--- src/rtl/mdu_pkg.sv ---
// Shared constants, op encodings and FSM states for the multiply/divide unit.
package mdu_pkg;

    localparam int          DATA_W  = 32;
    localparam int          RADDR_W = 5;
    localparam logic [31:0] DIV0_LO = 32'hFFFF_FFFF;

    typedef enum logic [1:0] {
        OP_MULT  = 2'b00,
        OP_MULTU = 2'b01,
        OP_DIV   = 2'b10,
        OP_DIVU  = 2'b11
    } mdu_op_e;

    typedef enum logic [1:0] {
        IDLE  = 2'b00,
        CALC  = 2'b01,
        FIXUP = 2'b10
    } mdu_state_e;

endpackage

--- src/rtl/mdu_datapath.sv ---
// Radix-2 iterative datapath: shift-add multiply and restoring divide on
// unsigned magnitudes. Sign correction is applied by the caller.
module mdu_datapath
    import mdu_pkg::*;
#(
    parameter int DATA_W = mdu_pkg::DATA_W
) (
    input  logic                clk,
    input  logic                rst_n,
    input  logic                load_i,
    input  logic                step_i,
    input  logic                is_div_i,
    input  logic [DATA_W-1:0]   opa_i,
    input  logic [DATA_W-1:0]   opb_i,
    output logic [2*DATA_W-1:0] acc_o,
    output logic [DATA_W-1:0]   rem_o
);

    logic [DATA_W-1:0]   d_q, d_d;
    logic [2*DATA_W-1:0] acc_q, acc_d;
    logic [DATA_W-1:0]   rem_q, rem_d;
    logic [DATA_W:0]     sum, shifted, diff;

    always_comb begin
        sum     = {1'b0, acc_q[2*DATA_W-1:DATA_W]} + (acc_q[0] ? {1'b0, d_q} : '0);
        // Partial remainder is DATA_W+1 bits wide only while shifted in.
        shifted = {rem_q, acc_q[DATA_W-1]};
        diff    = shifted - {1'b0, d_q};
        d_d     = d_q;
        acc_d   = acc_q;
        rem_d   = rem_q;
        if (load_i) begin
            rem_d = '0;
            if (is_div_i) begin
                d_d   = opb_i;
                acc_d = {{DATA_W{1'b0}}, opa_i};
            end else begin
                d_d   = opa_i;
                acc_d = {{DATA_W{1'b0}}, opb_i};
            end
        end else if (step_i) begin
            if (is_div_i) begin
                if (!diff[DATA_W]) begin
                    rem_d = diff[DATA_W-1:0];
                    acc_d = {acc_q[2*DATA_W-1:DATA_W], acc_q[DATA_W-2:0], 1'b1};
                end else begin
                    rem_d = shifted[DATA_W-1:0];
                    acc_d = {acc_q[2*DATA_W-1:DATA_W], acc_q[DATA_W-2:0], 1'b0};
                end
            end else begin
                acc_d = {sum, acc_q[DATA_W-1:1]};
            end
        end
    end

    always_ff @(posedge clk or negedge rst_n) begin
        if (!rst_n) begin
            d_q   <= '0;
            acc_q <= '0;
            rem_q <= '0;
        end else begin
            d_q   <= d_d;
            acc_q <= acc_d;
            rem_q <= rem_d;
        end
    end

    assign acc_o = acc_q;
    assign rem_o = rem_q;

endmodule

--- src/rtl/mult_div_unit.sv ---
// MIPS multiply/divide unit: FSM, sign handling, HI/LO and the MFHI/MFLO
// write-back path; the iterative arithmetic lives in mdu_datapath.
module mult_div_unit
    import mdu_pkg::*;
#(
    parameter int              DATA_W  = mdu_pkg::DATA_W,
    parameter int              RADDR_W = mdu_pkg::RADDR_W,
    parameter logic [DATA_W-1:0] DIV0_LO = mdu_pkg::DIV0_LO
) (
    input  logic               clk,
    input  logic               rst_n,
    input  logic               start,
    input  logic [1:0]         op,
    input  logic [DATA_W-1:0]  opnd_a,
    input  logic [DATA_W-1:0]  opnd_b,
    output logic               busy,
    output logic               done,
    input  logic               mf_req,
    input  logic               mf_sel,
    input  logic [RADDR_W-1:0] mf_rd,
    output logic               mf_stall,
    output logic [DATA_W-1:0]  hi,
    output logic [DATA_W-1:0]  lo,
    output logic               wr,
    output logic [RADDR_W-1:0] addr3,
    output logic [DATA_W-1:0]  data3
);

    localparam int CNT_W = $clog2(DATA_W);

    mdu_state_e          state_q, state_d;
    logic [CNT_W-1:0]    cnt_q, cnt_d;
    logic                div_q, div_d;
    logic                neg_p_q, neg_p_d;
    logic                neg_r_q, neg_r_d;
    logic                div0_q, div0_d;
    logic [DATA_W-1:0]   hi_q, hi_d, lo_q, lo_d;
    logic                done_q, done_d;
    logic                wr_q, wr_d;
    logic [RADDR_W-1:0]  addr3_q, addr3_d;
    logic [DATA_W-1:0]   data3_q, data3_d;

    logic                load, step, dp_div;
    logic                is_signed, sign_a, sign_b;
    logic [DATA_W-1:0]   mag_a, mag_b, rem;
    logic [2*DATA_W-1:0] acc;

    assign is_signed = ~op[0];
    assign sign_a    = is_signed & opnd_a[DATA_W-1];
    assign sign_b    = is_signed & opnd_b[DATA_W-1];
    assign mag_a     = sign_a ? -opnd_a : opnd_a;
    assign mag_b     = sign_b ? -opnd_b : opnd_b;
    assign dp_div    = (state_q == IDLE) ? op[1] : div_q;

    mdu_datapath #(.DATA_W(DATA_W)) u_dp (
        .clk      (clk),
        .rst_n    (rst_n),
        .load_i   (load),
        .step_i   (step),
        .is_div_i (dp_div),
        .opa_i    (mag_a),
        .opb_i    (mag_b),
        .acc_o    (acc),
        .rem_o    (rem)
    );

    always_comb begin
        state_d = state_q;
        cnt_d   = cnt_q;
        div_d   = div_q;
        neg_p_d = neg_p_q;
        neg_r_d = neg_r_q;
        div0_d  = div0_q;
        hi_d    = hi_q;
        lo_d    = lo_q;
        done_d  = 1'b0;
        load    = 1'b0;
        step    = 1'b0;
        case (state_q)
            IDLE: begin
                if (start) begin
                    load    = 1'b1;
                    state_d = CALC;
                    cnt_d   = '0;
                    div_d   = op[1];
                    neg_p_d = sign_a ^ sign_b;
                    neg_r_d = sign_a;
                    div0_d  = op[1] & (opnd_b == '0);
                end
            end
            CALC: begin
                step  = 1'b1;
                cnt_d = cnt_q + 1'b1;
                if (cnt_q == CNT_W'(DATA_W - 1)) state_d = FIXUP;
            end
            FIXUP: begin
                state_d = IDLE;
                done_d  = 1'b1;
                if (div_q) begin
                    // Remainder path already yields the dividend when dividing by zero.
                    hi_d = neg_r_q ? -rem : rem;
                    lo_d = div0_q ? DIV0_LO
                                  : (neg_p_q ? -acc[DATA_W-1:0] : acc[DATA_W-1:0]);
                end else begin
                    {hi_d, lo_d} = neg_p_q ? -acc : acc;
                end
            end
            default: state_d = IDLE;
        endcase
    end

    always_comb begin
        wr_d    = 1'b0;
        addr3_d = addr3_q;
        data3_d = data3_q;
        if (mf_req && state_q == IDLE && mf_rd != '0) begin
            wr_d    = 1'b1;
            addr3_d = mf_rd;
            data3_d = mf_sel ? lo_q : hi_q;
        end
    end

    always_ff @(posedge clk or negedge rst_n) begin
        if (!rst_n) begin
            state_q <= IDLE;
            cnt_q   <= '0;
            div_q   <= 1'b0;
            neg_p_q <= 1'b0;
            neg_r_q <= 1'b0;
            div0_q  <= 1'b0;
            hi_q    <= '0;
            lo_q    <= '0;
            done_q  <= 1'b0;
            wr_q    <= 1'b0;
            addr3_q <= '0;
            data3_q <= '0;
        end else begin
            state_q <= state_d;
            cnt_q   <= cnt_d;
            div_q   <= div_d;
            neg_p_q <= neg_p_d;
            neg_r_q <= neg_r_d;
            div0_q  <= div0_d;
            hi_q    <= hi_d;
            lo_q    <= lo_d;
            done_q  <= done_d;
            wr_q    <= wr_d;
            addr3_q <= addr3_d;
            data3_q <= data3_d;
        end
    end

    assign busy     = (state_q != IDLE);
    assign done     = done_q;
    assign mf_stall = mf_req & busy;
    assign hi       = hi_q;
    assign lo       = lo_q;
    assign wr       = wr_q;
    assign addr3    = addr3_q;
    assign data3    = data3_q;

endmodule
--- config.mk ---
export PLATFORM = sky130hd
export DESIGN_NAME = mult_div_unit
export DESIGN_NICKNAME = d
export VERILOG_FILES = /design/src/rtl/mdu_pkg.sv /design/src/rtl/mdu_datapath.sv /design/src/rtl/mult_div_unit.sv
export SDC_FILE = /design/constraint.sdc
export NUM_CORES = 1
export LEC_CHECK = 0
export CELL_PAD_IN_SITES_DETAIL_PLACEMENT = 1
export CELL_PAD_IN_SITES_GLOBAL_PLACEMENT = 1
export CORE_UTILIZATION = 40
export CTS_BUF_LIST = sky130_fd_sc_hd__clkbuf_8 sky130_fd_sc_hd__clkbuf_16
export DETAILED_ROUTE_END_ITERATION = 7
export PLACE_DENSITY_LB_ADDON = 0.1
export SETUP_SLACK_MARGIN = 0.1
export SLEW_MARGIN = 20
export SYNTH_ARGS = -nofsm -noshare
export SYNTH_HDL_FRONTEND = slang
export SYNTH_SLANG_ARGS = --single-unit
--- constraint.sdc ---
create_clock -name clk -period 3.5 [get_ports clk]
set_input_delay 0.7 -clock clk [delete_from_list [all_inputs] [get_ports clk]]
set_output_delay 0.7 -clock clk [all_outputs]
set_load 0.005 [all_outputs]
## Word level (Yosys, flattened, before mapping)

Cells that the tools add are included.

- Add/sub/neg operators: 8
- Eq/ne operators: 6
- Mux-type cells: 31
- Bitwise logic cells: 6
- Reductions and logical operators: 14

Operators with widths:

| cell | number |
|---|---|
| $mux 32 | 15 |
| $mux 64 | 4 |
| $neg 32->32 | 4 |
| $neg 64->64 | 1 |
| $add 32x33->33 | 1 |
| $sub 33x32->33 | 1 |
| $logic_not 32->1 | 1 |
| $pmux 5 s2 | 1 |
| $reduce_and 2->1 | 5 |
| $reduce_bool 2->1 | 4 |
| $mux 1 | 7 |
| $ne 2x2->1 const B | 3 |
| $add 5x1->5 const B | 1 |
| $eq 5x5->1 const B | 1 |
| $mux 5 | 1 |
| $reduce_bool 5->1 | 1 |
| $and 1x1->1 | 4 |
| $mux 2 | 2 |
| $pmux 2 s2 | 1 |
| $eq 2x1->1 const B | 1 |
| $eq 2x2->1 const B | 1 |
| $logic_and 1x1->1 | 2 |
| $logic_not 2->1 | 1 |
| $not 1->1 | 1 |
| $xor 1x1->1 | 1 |

- Register bits: 242
- Output and inout bits: 105
- Word-level logic and storage cells: 81

## Logic depth before layout (Yosys ltp)

- Word-level depth: 5
- Gate-level depth with buffers: 13
- Depth with buffers taken out: 13

## By module

Synthesis repeated with hierarchy kept, for this count alone.

- Cell total of the unflattened synthesis: 2,161
- Area total of the unflattened synthesis: 18,405.2 um2

By module, submodules not included:

| module | times used | cells an instance | area an instance (um2) | seq. area each (um2) |
|---|---|---|---|---|
| mdu_datapath | 1 | 1,133 | 9,809.4 | 3,203.1 |
| mult_div_unit | 1 | 1,028 | 8,595.7 | 2,852.7 |

## Least setup slack after synthesis

OpenSTA, ideal clock, no wires.

- Kind: reg2reg
- Start point: reg u_dp.acc_q[31] (netlist: u_dp.acc_o[31])
- End point: reg u_dp.rem_q[10] (netlist: u_dp.rem_o[10])
- Setup time: 0.133 ns
- Arrival: 3.452 ns
- Required time: 3.367 ns
- Slack: -0.085 ns
- Cell stages (with the launch flop): 14
- Buffers on the path: 1
- Period minus slack after synthesis: 3.585 ns
- Path through: dfrtp_1 > inv_1 > ha_1 > fa_1 > nor2b_1 > o2111ai_1 > a31o_2 > o31ai_1 > o21ai_0 > o31ai_1 > xor2_2 > buf_2 > mux2i_1 > o21ai_0

- Word-level cells in the longest chain between the ends: 5

Ends and longest elaborated chain:

| element | line | source |
|---|---|---|
| start: declaration | mdu_datapath.sv:20 | `logic [2*DATA_W-1:0] acc_q, acc_d;` |
| start signal: assignment | mdu_datapath.sv:59 | `acc_q <= '0;` |
| start signal: assignment | mdu_datapath.sv:63 | `acc_q <= acc_d;` |
| $sub 33x32->33 | mdu_datapath.sv:28 | `diff = shifted - {1'b0, d_q};` |
| $mux 32 | mdu_datapath.sv:43 | `if (!diff[DATA_W]) begin` |
| $mux 32 | mdu_datapath.sv:42 | `if (is_div_i) begin` |
| $mux 32 | mdu_datapath.sv:41 | `end else if (step_i) begin` |
| $mux 32 | mdu_datapath.sv:32 | `if (load_i) begin` |
| end signal: assignment | mdu_datapath.sv:64 | `rem_q <= rem_d;` |
| end: declaration | mdu_datapath.sv:21 | `logic [DATA_W-1:0] rem_q, rem_d;` |

Every way passes these cells. The select of a mux whose other input is x is not followed.
A chain may end at the register's enable or synchronous reset.

## Worst setup path in the final report

- Start point: reg u_dp.rem_q[6] (netlist: u_dp.rem_o[6])
- End point: reg hi_q[31] (netlist: hi[31])

- Word-level cells in the longest chain between the ends: 3

Ends and longest elaborated chain:

| element | line | source |
|---|---|---|
| $neg 32->32 | mult_div_unit.sv:101 | `hi_d = neg_r_q ? -rem : rem;` |
| $mux 32 | mult_div_unit.sv:101 |  |
| $mux 32 | mult_div_unit.sv:99 | `if (div_q) begin` |
| end signal: assignment | mult_div_unit.sv:144 | `hi_q <= hi_d;` |
| end: declaration | mult_div_unit.sv:37 | `logic [DATA_W-1:0] hi_q, hi_d, lo_q, lo_d;` |

Every way passes these cells.

==> reports/summary.txt <==
CP top delay family -> simple AND/OR/NAND/NOR gates
synth warn -> 0
die width -> 210.5 µm
core region area -> 42,980 µm²
via count -> 17,260
run status -> finished clean
Synth area leaders -> dfrtp_1, o21ai_0, nand2_1, xor2_1, ha_1
Final min period -> 3.412 ns
CTS tree -> built
DIE HEIGHT -> 210.5 µm
clk_lat worst skew -> 0.59 ns
gpl congestion -> 0.9083
Max clock buf depth -> 3
vias in the first global route -> 17,370
dpl ws -> -0.5371 ns
Max Cap Viol -> 0
row cnt -> 76
initial antenna violation count -> 1
CP Capture Type -> register
Congestion Overflow GR -> 0
Hold Path Class -> primary input to asynchronous set/reset pin
Avg WL per Cell -> 22.76 µm
most frequent cells after synthesis -> nand2_1, o21ai_0, dfrtp_1
Buf/Inv on CP -> 0
critical path cell sequence -> or4_4 > or4_4 > or4_4 > or2_1 > or4_4 > o41ai_4 > xnor2_2 > nand3_2 > o211ai_2
Fmax -> 0.2931 GHz
synthesis-to-layout area growth -> 29.27%
Post-Syn Nets -> 2,278
nets@finish -> 2,556
Critical Path AT -> 3.86 ns
R2R depth -> 9
Port-buffer cells -> 180
drt drc -> 0
Max-Slew Margin vs Limit -> 24.33%
CTS Root Cell -> clkbuf_16
FF+latch count, synth -> 242
WS Path Type -> register to register
pwr/cell area -> 1002 nW/µm²
Starting DRT DRC Count -> 1,145
I/O Pins -> 181
most common cell in the netlist -> nand2_1
area share of the largest cell type after synthesis -> 34.81%
skew final -> 0.01040 ns
predominant post-synthesis flop cell -> dfrtp_1
Reg clk slew, reported paths -> 0.06 ns
Initial Utilization -> 40.47%
RSZ-0062 raised after global routing -> yes
setup violators final -> 0
TritonRoute pass-1 iters -> 5
post-route ant nets -> 0
final hold vios -> 0
cts-stage hold buffer count -> 0
worst r2r dst -> hi[31]$_DFFE_PN0P_
Mapped Cells -> 2,130
number of distinct library cells after synthesis -> 72
die area -> 44,330 µm²
R2R Path Start -> u_dp.rem_o[6]$_DFFE_PN0P_
fin. max-slew vios -> 0
post-layout util -> 52.32%
crit start category -> register
Vias/cell -> 5.725
period utilization -> 97.47%
synthesized cell area -> 17,400 µm²
WP data required -> 3.95 ns
crit-path max cell delay -> 0.54 ns
HPWL after DPL -> 53,720 µm
largest net degree at the start of global routing -> 84
ratio of cells with drive above 1 in the final layout -> 13.83%
dominant cell type by area after synthesis -> dfrtp_1
sequential element share of the synthesized area -> 34.81%
CTS sink count -> 242
actual slew at the worst max-slew pin -> 1.135 ns
Crit path top cell by count -> or4_4
ANT cells -> 0
worst setup margin -> 0.08840 ns
FILL cells -> 5,096
static leakage -> 9.687 nW
Post-synth EDFFs -> 0
Critical-path top delay cell -> or4_4
ys async rst share -> 100.0%
H-tree levels -> 1
flop-to-flop setup slack -> 0.09 ns
critical path fanouts, max -> 4
first-pass GRT wire length -> 103,900 µm
Worst VDD drop -> 0.5399 mV
Post-Syn Area per Cell -> 8.167 µm²
Tot Pwr -> 22.54 mW
Total Routed Length -> 68,640 µm
overall routing resource usage -> 30.52%
total CTS buffers -> 29
[through the flow]
stage	instance area (µm²)	setup TNS (ns)	hold slack, ns	std cells
4_1_cts	22100	0	0.1307	3003
2_1_floorplan	17420	0	0.4044	2130
6_report	22490	0	0.1125	3015
3_5_place_dp	20880	-9.109	0.4699	2940
5_1_grt	22490	0	0.1618	3015
3_3_place_gp	20880	-5.108	0.4610	2940
[per-layer routing]
metal	global-route usage, %	up-vias	share of wire, %
met4	11.84	0	4.1
met5	0	-	0
li1	-	8161	-
met1	43.14	8547	46
met3	3.889	105	5.3
met2	47.34	449	44
[how the worst max path moves through the flow]
stage / from / to / slack (ns) / depth (start not counted)
2_1_floorplan: u_dp.acc_o[31]$_DFFE_PN0P_ / u_dp.rem_o[7]$_DFFE_PN0P_ / 0.11 / 13
6_report: u_dp.rem_o[6]$_DFFE_PN0P_ / hi[31]$_DFFE_PN0P_ / 0.09 / 9
3_5_place_dp: opnd_a[10] / u_dp.acc_o[29]$_DFFE_PN0P_ / -0.54 / 8
5_1_grt: u_dp.acc_o[0]$_DFFE_PN0P_ / u_dp.acc_o[58]$_DFFE_PN0P_ / 0.02 / 15
3_3_place_gp: opnd_a[10] / u_dp.acc_o[29]$_DFFE_PN0P_ / -0.45 / 8
4_1_cts: u_dp.d_q[0]$_DFFE_PN0P_ / u_dp.rem_o[19]$_DFFE_PN0P_ / 0.08 / 16
[cells in the final DEF, fill, tap and decap left out, types with 9 or more instances in the layout]
cell,count
a21o_1,30
o221ai_1,9
ha_1,67
o21ai_1,13
xor2_1,107
clkbuf_16,30
nor2b_1,12
a221oi_1,12
nand4_1,11
nor4_1,13
a21oi_1,137
nor2_1,182
o41ai_1,18
inv_1,70
a221o_1,15
nand2_1,286
a31oi_1,13
dfrtp_1,241
o21ai_0,242
nor3_1,29
or3_1,18
or4_4,9
nand3_1,30
xnor2_1,91
nand2b_1,16
mux2i_1,61
buf_4,186
clkdlybuf4s50_1,178
or2_2,9
or4_1,16
o211ai_1,46
o22ai_1,16
o31ai_1,33
[report_power, final]
group / switching, mW / internal, mW
logic: 8.24 / 6.25
clock network: 1.29 / 1.83
registers: 1.16 / 3.77
total: 10.7 / 11.9
[worst reg2reg max path: cells and delay by family (launching register included)]
family / cells / cell delay (ns)
DFF: 1 / 0.38
xor gates and xnor gates: 1 / 0.20
and+or+nand+nor: 6 / 2.26
AOI/OAI and AO/OA: 2 / 0.44
[cell families after synthesis]
| group | Yosys count | share of synthesized area (%) |
|---|---|---|
| flops | 242 | 34.81 |
| compound gates | 665 | 23.70 |
| fa+ha+maj | 72 | 5.265 |
| simple gates | 684 | 17.82 |
| mux | 67 | 3.877 |
| xor+xnor | 202 | 10.21 |
| buf+inv | 198 | 4.316 |
[flip-flops by register name, indices dropped and copies added (netlist names)]
register	count
addr3	5
cnt_q	5
data3	32
div0_q	1
div_q	1
done	1
hi	32
lo	32
neg_p_q	1
neg_r_q	1
state_q	2
u_dp.acc_o	64
u_dp.d_q	32
u_dp.rem_o	32
wr	1
[layout make-up]
cell class / instances / area [µm²] / area share, %
Timing Repair Buffer: 382 / 3490 / 15.52
Sequential cell: 242 / 6057 / 26.94
Inverter: 63 / 236.5 / 1.052
Clock inverter: 19 / 181.4 / 0.8068
Tap cell: 585 / 732.0 / 3.255
Clock buffer: 34 / 794.5 / 3.533
Multi-Input combinational cell: 1690 / 11000 / 48.90
[timing repair]
item | 4_1_cts | 5_1_grt
pin swaps | 8 | 21
setup endpoints to repair | 68 | 60
setup buffers | 8 | 11
gates resized for setup | 36 | 56
cloned | 2 | 1
Power figures use the tool's default switching activity.
